## src/rtl/clip_sched.sv

```systemverilog
// rtl/clip_sched.sv - two-requester Cohen-Sutherland line clipper with a 32-cycle sequential divider
// Define CLIP_SCHED_RR_EN for round-robin arbitration; fixed priority (requester 0 wins) otherwise.
module clip_sched #(
  parameter logic signed [15:0] XMIN = 16'sd0,
  parameter logic signed [15:0] XMAX = 16'sd799,
  parameter logic signed [15:0] YMIN = 16'sd0,
  parameter logic signed [15:0] YMAX = 16'sd479
) (
  input  logic        clk,
  input  logic        rst_n,
  input  logic        i_req0_valid,
  input  logic        i_req1_valid,
  output logic        o_req0_ready,
  output logic        o_req1_ready,
  input  logic [63:0] i_req0_line,
  input  logic [63:0] i_req1_line,
  output logic        o_valid,
  input  logic        i_ready,
  output logic [63:0] o_line,
  output logic        o_reject,
  output logic        o_id,
  output logic        o_busy
);
  typedef enum logic [2:0] {IDLE, CODE, DIV, UPD, DONE} state_t;
  localparam logic [3:0] MAX_STEPS = 4'd8;

  state_t state, state_nx;
  logic signed [15:0] x1, y1, x2, y2;
  logic               id_q, reject_q;
  logic [3:0]         steps;
  logic [4:0]         div_cnt;
  logic [31:0]        rem, quo, dvs;
  logic               q_neg, tgt_ep2, tgt_x;
  logic signed [15:0] edge_q;

  logic               grant_any, grant_id, accept;
  logic [3:0]         oc1, oc2, oc_t;
  logic               trivial_in, trivial_out, resolve;
  logic               sel_ep2, sel_x;
  logic signed [15:0] edge_v, coord;
  logic signed [31:0] dx, dy, d_edge, d_other, num;
  logic [31:0]        num_mag, den_mag;
  logic [32:0]        rem_sh, rem_diff;
  logic               rem_ge;
  logic [15:0]        quot;

  function automatic logic [3:0] outcode(input logic signed [15:0] x, input logic signed [15:0] y);
    logic [3:0] c;
    c = 4'b0000;
    if (x < XMIN) c[0] = 1'b1;
    if (x > XMAX) c[1] = 1'b1;
    if (y > YMAX) c[2] = 1'b1;
    if (y < YMIN) c[3] = 1'b1;
    return c;
  endfunction

  function automatic logic signed [31:0] sx(input logic signed [15:0] v);
    return {{16{v[15]}}, v};
  endfunction

  assign grant_any = i_req0_valid | i_req1_valid;

`ifdef CLIP_SCHED_RR_EN
  logic rr_last;
  // rr_last resets to 1 so the first contested grant goes to requester 0
  assign grant_id = (i_req0_valid & i_req1_valid) ? ~rr_last : ~i_req0_valid;

  always_ff @(posedge clk or negedge rst_n) begin
    if (!rst_n)
      rr_last <= 1'b1;
    else if (accept)
      rr_last <= grant_id;
  end
`else
  assign grant_id = ~i_req0_valid;
`endif

  assign accept       = rst_n && (state == IDLE) && grant_any;
  assign o_req0_ready = accept & ~grant_id;
  assign o_req1_ready = accept & grant_id;

  always_comb begin
    oc1         = outcode(x1, y1);
    oc2         = outcode(x2, y2);
    trivial_in  = (oc1 | oc2) == 4'b0000;
    trivial_out = (oc1 & oc2) != 4'b0000;
    resolve     = trivial_in || trivial_out || (steps == MAX_STEPS);
    sel_ep2     = (oc1 == 4'b0000);
    oc_t        = sel_ep2 ? oc2 : oc1;
    sel_x       = 1'b1;
    edge_v      = XMIN;
    if (oc_t[0]) begin
      sel_x  = 1'b1;
      edge_v = XMIN;
    end else if (oc_t[3]) begin
      sel_x  = 1'b0;
      edge_v = YMIN;
    end else if (oc_t[1]) begin
      sel_x  = 1'b1;
      edge_v = XMAX;
    end else if (oc_t[2]) begin
      sel_x  = 1'b0;
      edge_v = YMAX;
    end
    dx      = sx(x2) - sx(x1);
    dy      = sx(y2) - sx(y1);
    d_edge  = sel_x ? dx : dy;
    d_other = sel_x ? dy : dx;
    if (sel_x)
      coord = sel_ep2 ? x2 : x1;
    else
      coord = sel_ep2 ? y2 : y1;
    num     = d_other * (sx(edge_v) - sx(coord));
    num_mag = num[31] ? -num : num;
    den_mag = d_edge[31] ? -d_edge : d_edge;
  end

  // Restoring divide on magnitudes; sign applied afterwards gives truncation toward zero
  assign rem_sh   = {rem, quo[31]};
  assign rem_diff = rem_sh - {1'b0, dvs};
  assign rem_ge   = ~rem_diff[32];
  assign quot     = q_neg ? (~quo[15:0] + 16'd1) : quo[15:0];

  always_ff @(posedge clk or negedge rst_n) begin
    if (!rst_n)
      state <= IDLE;
    else
      state <= state_nx;
  end

  always_comb begin
    state_nx = state;
    case (state)
      IDLE: if (accept) state_nx = CODE;
      CODE: state_nx = resolve ? DONE : DIV;
      DIV:  if (div_cnt == 5'd31) state_nx = UPD;
      UPD:  state_nx = CODE;
      DONE: if (i_ready) state_nx = IDLE;
      default: state_nx = IDLE;
    endcase
  end

  always_ff @(posedge clk or negedge rst_n) begin
    if (!rst_n) begin
      x1       <= '0;
      y1       <= '0;
      x2       <= '0;
      y2       <= '0;
      id_q     <= 1'b0;
      reject_q <= 1'b0;
      steps    <= '0;
      div_cnt  <= '0;
      rem      <= '0;
      quo      <= '0;
      dvs      <= '0;
      q_neg    <= 1'b0;
      tgt_ep2  <= 1'b0;
      tgt_x    <= 1'b0;
      edge_q   <= '0;
    end else begin
      case (state)
        IDLE: begin
          if (accept) begin
            {x1, y1, x2, y2} <= grant_id ? i_req1_line : i_req0_line;
            id_q     <= grant_id;
            reject_q <= 1'b0;
            steps    <= '0;
          end
        end
        CODE: begin
          if (resolve) begin
            reject_q <= ~trivial_in;
          end else begin
            rem     <= '0;
            quo     <= num_mag;
            dvs     <= den_mag;
            q_neg   <= num[31] ^ d_edge[31];
            div_cnt <= '0;
            tgt_ep2 <= sel_ep2;
            tgt_x   <= sel_x;
            edge_q  <= edge_v;
          end
        end
        DIV: begin
          rem     <= rem_ge ? rem_diff[31:0] : rem_sh[31:0];
          quo     <= {quo[30:0], rem_ge};
          div_cnt <= div_cnt + 5'd1;
        end
        UPD: begin
          steps <= steps + 4'd1;
          case ({tgt_ep2, tgt_x})
            2'b01: begin x1 <= edge_q; y1 <= y1 + quot; end
            2'b00: begin y1 <= edge_q; x1 <= x1 + quot; end
            2'b11: begin x2 <= edge_q; y2 <= y2 + quot; end
            default: begin y2 <= edge_q; x2 <= x2 + quot; end
          endcase
        end
        default: ;
      endcase
    end
  end

  assign o_valid  = (state == DONE);
  assign o_busy   = (state != IDLE);
  assign o_line   = {x1, y1, x2, y2};
  assign o_reject = reject_q;
  assign o_id     = id_q;

endmodule
```

## config.mk

```make
export PLATFORM = sky130hd
export DESIGN_NAME = clip_sched
export DESIGN_NICKNAME = d
export VERILOG_FILES = /design/src/rtl/clip_sched.sv
export SDC_FILE = /design/constraint.sdc
export NUM_CORES = 2
export LEC_CHECK = 0
export ABC_AREA = 1
export BUFFER_PORTS_ARGS = -buffer_cell sky130_fd_sc_hd__buf_4
export CAP_MARGIN = 15
export CORE_ASPECT_RATIO = 1.4
export CORE_MARGIN = 2
export CORE_UTILIZATION = 45
export CTS_CLUSTER_DIAMETER = 150
export DETAILED_ROUTE_END_ITERATION = 12
export PLACE_DENSITY = 0.66
export SLEW_MARGIN = 15
export SYNTH_ARGS = -nofsm -noshare
export SYNTH_HDL_FRONTEND = slang
export SYNTH_SLANG_ARGS = --single-unit
```

## constraint.sdc

```tcl
create_clock -name clk -period 10.2 [get_ports clk]
set_clock_uncertainty 0.1 [all_clocks]
set_input_delay 0 -clock clk [delete_from_list [all_inputs] [get_ports clk]]
set_output_delay 0 -clock clk [all_outputs]
set_load 0.005 [all_outputs]
```

### Word level (Yosys, flattened, before mapping)

Index checks and enable logic that the tools add are counted.

| operators by class | value |
|---|---|
| bitwise gates (word level) | 11 |
| multiplexer cells | 55 |
| add/subtract/negate cells | 13 |
| divide/modulo/power cells | 0 |
| reduce and logical (&&, ||, !) cells | 22 |
| eq/ne operators | 15 |
| $lt $le $gt $ge | 8 |
| shift-type cells | 0 |
| $mul | 1 |

Operators by type and width:

| operator | number |
|---|---|
| 16-bit one-hot mux with 2 select lines | 8 |
| 32-bit two-way mux | 7 |
| 16-bit two-way mux | 8 |
| 32-bit one-hot mux with 2 select lines | 2 |
| 16-bit adder | 4 |
| 16-bit by 1-bit less-than comparator with 1-bit output, second input constant | 4 |
| 64-bit two-way mux | 1 |
| 32-bit negator | 2 |
| 16-bit by 16-bit subtractor with 17-bit output | 2 |
| 33-bit by 32-bit subtractor with 33-bit output | 1 |
| 16-bit by 10-bit > comparator with 1-bit output, second input constant | 2 |
| 16-bit by 11-bit > comparator with 1-bit output, second input constant | 2 |
| 32-bit by 17-bit multiplier with 32-bit output | 1 |
| 10-bit two-way mux | 3 |
| 11-bit by 16-bit subtractor with 17-bit output | 1 |
| 16-bit by 1-bit adder with 16-bit output, second input constant | 1 |
| 16-bit NOT | 1 |
| 3-bit one-hot mux with 5 select lines | 1 |
| 1-bit two-way mux | 14 |
| 3-bit two-way mux | 4 |
| 3-bit AND reduction | 4 |
| 2-bit != test, second input constant | 5 |
| 5-bit one-hot mux with 2 select lines | 1 |
| 9-bit two-way mux | 1 |
| other kinds (31) | 45 |

| word-level totals | value |
|---|---|
| register bits | 193 |
| bits in writable memories | 0 |
| bits in read-only memories | 0 |
| bits in latches | 0 |
| memories kept | 0 |
| output and inout port bits | 70 |
| input port bits | 133 |
| word-level logic and storage cells | 141 |

### Logic depth before layout (Yosys ltp)

| depth | value |
|---|---|
| depth in word-level cells | 15 |
| mapped depth | 64 |
| mapped depth without buffers | 60 |

### Worst setup path after synthesis

Ideal clock, no wire load.

| timing | value |
|---|---|
| path type | register to register |
| start point | register y1[12] |
| end point | register quo[29] |
| cell stages (with the launch flop) | 60 |
| path slack | -251 ps |
| clock period less this slack | 10,451 ps |
| data arrival time | 10,235 ps |
| setup time | 117 ps |
| required time | 9,983 ps |
| path buffers | 7 |
| cells stage by stage | dfrtp_1 -> inv_2 -> nand2_1 -> nor2_1 -> nand3_2 -> nor2_4 -> buf_6 -> a21oi_4 -> nand2_4 -> buf_6 -> buf_2 -> buf_2 -> buf_1 -> clkbuf_1 -> o21ai_0 -> ha_1 -> fa_1 -> o21ai_0 -> [... 24 more ...] -> a21oi_1 -> o21a_1 -> nand3_1 -> a21boi_0 -> o21ai_0 -> nand3_1 -> nand2_1 -> or2_2 -> nand2_1 -> nand2_1 -> nor2_1 -> nand3b_1 -> o21ai_0 -> nand2_1 -> nand2_1 -> nand2_1 -> nand2_1 -> nand2_1 |

| on the way | value |
|---|---|
| word-level cells in the longest chain between the ends | 15 |
| elaborated cells between the ends (all ways) | 33 |
| those cells by class | 3 x add/sub; 1 x mul; 2 x order compare; 1 x eq/ne; 18 x mux; 2 x bitwise; 6 x reduce/logical |

Ends and longest elaborated chain:

| what | RTL line | RTL |
|---|---|---|
| start, declared | 28 | `logic signed [15:0] x1, y1, x2, y2;` |
| start signal, assigned | 164 | `{x1, y1, x2, y2} <= grant_id ? i_req1_line : i_req0_line;` |
| start signal, assigned | 192 | `2'b01: begin x1 <= edge_q; y1 <= y1 + quot; end` |
| start signal, assigned | 193 | `2'b00: begin y1 <= edge_q; x1 <= x1 + quot; end` |
| 16-bit by 10-bit > comparator with 1-bit output or 16-bit by 1-bit less-than comparator with 1-bit output (tied branches) | 52, 53 |  |
| 1-bit two-way mux, on equally long branches | 52, 53 |  |
| 4-bit zero test | 88 | `sel_ep2 = (oc1 == 4'b0000);` |
| 4-bit two-way mux | 89 | `oc_t = sel_ep2 ? oc2 : oc1;` |
| 1-bit two-way mux | 101 | `end else if (oc_t[2]) begin` |
| 1-bit two-way mux | 98 | `end else if (oc_t[1]) begin` |
| 1-bit two-way mux | 95 | `end else if (oc_t[3]) begin` |
| 1-bit two-way mux | 92 | `if (oc_t[0]) begin` |
| 16-bit two-way mux | 109 | `if (sel_x)` |
| 11-bit by 16-bit subtractor with 17-bit output | 113 | `num = d_other * (sx(edge_v) - sx(coord));` |
| 32-bit by 17-bit multiplier with 32-bit output | 113 |  |
| 32-bit negator | 114 | `num_mag = num[31] ? -num : num;` |
| 32-bit two-way mux | 114 |  |
| 32-bit two-way mux | 171 | `if (resolve) begin` |
| 32-bit one-hot mux with 2 select lines | 161 | `case (state)` |
| end signal, assigned | 175 | `quo <= num_mag;` |
| end signal, assigned | 186 | `quo <= {quo[30:0], rem_ge};` |
| end, declared | 32 | `logic [31:0] rem, quo, dvs;` |

Parallel ways exist; a longest one is shown, timed or not. The select of a mux whose other input is x is not followed.
A chain may end at the register's enable or synchronous reset.

### Worst setup path in the final report

| timing | value |
|---|---|
| start point | register x1[5] |
| end point | register quo[27] |

| on the way | value |
|---|---|
| word-level cells in the longest chain between the ends | 15 |
| elaborated cells between the ends (all ways) | 33 |
| those cells by class | 3 x add/sub; 1 x mul; 2 x order compare; 1 x eq/ne; 18 x mux; 2 x bitwise; 6 x reduce/logical |

Ends and longest elaborated chain:

| what | RTL line |
|---|---|
| start, declared | 28 |
| start signal, assigned | 164 |
| start signal, assigned | 192 |
| start signal, assigned | 193 |
| 16-bit by 1-bit less-than comparator with 1-bit output or 16-bit by 11-bit > comparator with 1-bit output (tied branches) | 50, 51 |
| 1-bit two-way mux, on equally long branches | 50, 51 |
| 4-bit zero test | 88 |
| 4-bit two-way mux | 89 |
| 1-bit two-way mux | 101 |
| 1-bit two-way mux | 98 |
| 1-bit two-way mux | 95 |
| 1-bit two-way mux | 92 |
| 16-bit two-way mux | 109 |
| 11-bit by 16-bit subtractor with 17-bit output | 113 |
| 32-bit by 17-bit multiplier with 32-bit output | 113 |
| 32-bit negator | 114 |
| 32-bit two-way mux | 114 |
| 32-bit two-way mux | 171 |
| 32-bit one-hot mux with 2 select lines | 161 |

Parallel ways exist; a longest one is shown, timed or not. The select of a mux whose other input is x is not followed.

==> impl_metrics.env <==
export IMPL_result_of_the_run="complete, but fails checks"
export IMPL_failed_checks="hold timing"
export IMPL_syn_cell_area_mm2=0.0283
export IMPL_grt_pass1_vias=28359
export IMPL_ys_dominant_reg_cell="sky130_fd_sc_hd__dfrtp_1"
export IMPL_critPathArrivalTime_ps=9980
export IMPL_ys_async_sr_fraction_pct=100
export IMPL_synth_xor_area_share_pct=5.17
export IMPL_numClockSinks=180
export IMPL_largest_net_degree_at_the_start_of_global_routing=82
export IMPL_wirelength_um=98500
export IMPL_combinational_family_with_the_most_area_after_synthesis="adder cells"
export IMPL_layout_common_cells="sky130_fd_sc_hd__nand2_1 (913), sky130_fd_sc_hd__inv_1 (717), sky130_fd_sc_hd__buf_4 (373)"
export IMPL_timing_reg2reg_worst_path_depth=50
export IMPL_diodes=0
export IMPL_initial_utilization_pct=45.5
export IMPL_cap_viol_max_count=0
export IMPL_place_worst_setup_slack_ps=-111
export IMPL_mostFrequentLayoutCell="sky130_fd_sc_hd__nand2_1"
export IMPL_synth_yosys_warnings=0
export IMPL_actual_transition_at_the_worst_max_transition_pin_ps=1320
export IMPL_grt_usage_pct=31.0
export IMPL_syn_avg_cell_area_um2=7.13
export IMPL_synth_compound_gate_area_share_pct=12.6
export IMPL_max_stage_delay_ps=570
export IMPL_critical_path_class="flip-flop to flip-flop"
export IMPL_min_path_type="input port to async pin"
export IMPL_synth_cell_types=61
export IMPL_layout_drive_gt1_share_pct=12.9
export IMPL_drt_drc_violations_left=0
export IMPL_syn_to_final_growth_pct=19.7
export IMPL_globalplace_congestion=0.967
export IMPL_route_vias_total=27606
export IMPL_finish_utilization_pct=54.5
export IMPL_grt_antenna_before_repair=0
export IMPL_flops_latches_synth=180
export IMPL_fin_crit_period_ps=9670
export IMPL_cts_htree_levels=4
export IMPL_postLayoutSetupSlackWorst_ps=531
export IMPL_fin_crit_sh_pct=94.8
export IMPL_cts_tree="done"
export IMPL_die_height_um=301
export IMPL_cts_root_to_sink_buffers=2
export IMPL_timing_max_transition_violations_final=0
export IMPL_chipWidth_um=216
export IMPL_std_cell_rows=108
export IMPL_r2r_end="quo[27]$_DFFE_PN0P_"
export IMPL_setup_tns_final_ps=0
export IMPL_place_hpwl_um=80200
export IMPL_drt_first_iter_violations=2106
export IMPL_timing_fmax_ghz=0.103
export IMPL_first_pass_drt_iterations=6
export IMPL_data_required_time_at_the_worst_endpoint_ps=10510
export IMPL_timing_critical_path_mode_cell="sky130_fd_sc_hd__nand2_1"
export IMPL_post_synth_and_or_nand_nor_area_fraction_pct=24.1
export IMPL_synth_nets=4619
export IMPL_clk_insertion_delay_late_ps=510
export IMPL_endpoint_kind="flip-flop"
export IMPL_pin_count=203
export IMPL_synth_mux_area_fraction_pct=0
export IMPL_reg2reg_slack_ps=530
export IMPL_die_area_mm2=0.0649
export IMPL_final_hold_violation_count=12
export IMPL_seq_total_area_yosys_pct=15.9
export IMPL_grt_pass1_wl_um=155000
export IMPL_post_route_antenna_net_violation_count=0
export IMPL_finish_net_count=5025
export IMPL_core_area_mm2=0.0622
export IMPL_gate_count_of_the_mapped_netlist=3970
export IMPL_tritoncts_num_buffers=17
export IMPL_buffer_type_at_the_clock_tree_root="sky130_fd_sc_hd__clkbuf_16"
export IMPL_whs_ps=-31.4
export IMPL_synth_fa_ha_area_share_pct=30.5
export IMPL_slowest_stage="sky130_fd_sc_hd__fa_1"
export IMPL_buffer_ports_inserted=202
export IMPL_synth_edff_count=0
export IMPL_worst_path_max_fanout=7
export IMPL_slew_limit_headroom_pct=11.4
export IMPL_r2r_start="x1[5]$_DFFE_PN0P_"
export IMPL_routedWlPerCell_um=18.9
export IMPL_critical_path_startpoint_type="flip-flop"
export IMPL_path_clk_slew_ps=80
export IMPL_fillerInstances=6037
export IMPL_via_density_per_instance=5.29
export IMPL_report_final_setup_viol=0
export IMPL_overflow=0
## critical path: cells and delay by family, from the launching register on
family / cells / cell delay (ps)
adder cells (fa/ha/maj): 9 / 4100
AO/OA/AOI/OAI: 10 / 1620
buffers and inverters: 14 / 1320
XOR/XNOR: 2 / 510
AND/OR/NAND/NOR: 15 / 1540
flip-flops: 1 / 390
## synthesized netlist by cell type, types with 21 or more instances
cell | number | area [µm²]
sky130_fd_sc_hd__a21oi_1 | 222 | 1110
sky130_fd_sc_hd__a31oi_1 | 21 | 131
sky130_fd_sc_hd__clkbuf_1 | 82 | 308
sky130_fd_sc_hd__dfrtp_1 | 180 | 4500
sky130_fd_sc_hd__fa_1 | 290 | 5810
sky130_fd_sc_hd__ha_1 | 226 | 2830
sky130_fd_sc_hd__inv_1 | 723 | 2710
sky130_fd_sc_hd__nand2_1 | 920 | 3450
sky130_fd_sc_hd__nand3_1 | 175 | 876
sky130_fd_sc_hd__nand4_1 | 25 | 156
sky130_fd_sc_hd__nor2_1 | 359 | 1350
sky130_fd_sc_hd__nor3_1 | 51 | 255
sky130_fd_sc_hd__o211ai_1 | 29 | 218
sky130_fd_sc_hd__o21ai_0 | 170 | 851
sky130_fd_sc_hd__o21ai_1 | 24 | 120
sky130_fd_sc_hd__o22ai_1 | 31 | 194
sky130_fd_sc_hd__or2_2 | 41 | 257
sky130_fd_sc_hd__xnor2_1 | 46 | 403
sky130_fd_sc_hd__xor2_1 | 121 | 1060
## cells by family after synthesis
group,Yosys count
adder cells (fa/ha/maj),516
AND/OR/NAND/NOR,1636
flip-flops,180
AO/OA/AOI/OAI,614
XOR/XNOR,167
buffers and inverters,857
## final cells by class
type | instances | area, µm² | area share (%)
clock buffers | 17 | 425 | 1.26
multi-input cells | 2933 | 20800 | 61.3
clock inverters | 15 | 239 | 0.706
flip-flops and latches | 180 | 4500 | 13.3
inverters | 743 | 2800 | 8.26
well taps | 825 | 1030 | 3.05
repair buffers | 501 | 4100 | 12.1
## sequential cells by signal, indices dropped and copies added (netlist names), 3 cells and up
name     flops
dvs         32
quo         32
rem         32
x1          16
x2          16
y1          16
y2          16
div_cnt      5
steps        4
edge_q       3
state        3
## per-stage QoR
step,cell area (µm²),cells
after floorplan,28300,3970
after detailed placement,31600,5048
after global placement,31600,5048
after global routing,33900,5214
final,33900,5214
after CTS,33500,5204
## worst max path at each step
| stage | slack (ps) | end | from |
|---|---|---|---|
| after floorplan | 40 | quo[29]$_DFFE_PN0P_ | y1[12]$_DFFE_PN0P_ |
| after global placement | -30 | quo[25]$_DFFE_PN0P_ | x1[6]$_DFFE_PN0P_ |
| after detailed placement | -110 | quo[25]$_DFFE_PN0P_ | x1[6]$_DFFE_PN0P_ |
| after CTS | 30 | quo[25]$_DFFE_PN0P_ | x1[6]$_DFFE_PN0P_ |
| after global routing | -50 | quo[25]$_DFFE_PN0P_ | x1[12]$_DFFE_PN0P_ |
| final | 530 | quo[27]$_DFFE_PN0P_ | x1[5]$_DFFE_PN0P_ |
## routing by layer
layer  up-vias  GRT usage [%]  part of all wire [%]
met2       891           54.9                    49
met4         0           21.3                   7.9
li1      13299              -                     -
met1     13124           34.7                    38
met3       292           3.81                   4.9
met5         -              0                     0
## timing repair
item | CTS | global route
endpoints found under the setup margin | 9 | 32
pin swaps | 0 | 31
hold buffers | 124 | 0
hold endpoints to repair | 144 | 0
setup buffers | 0 | 10
resized for setup | 6 | 70
Power is not shown: default switching activity piles up to over one toggle a cycle in this logic, so the estimate is an artifact.
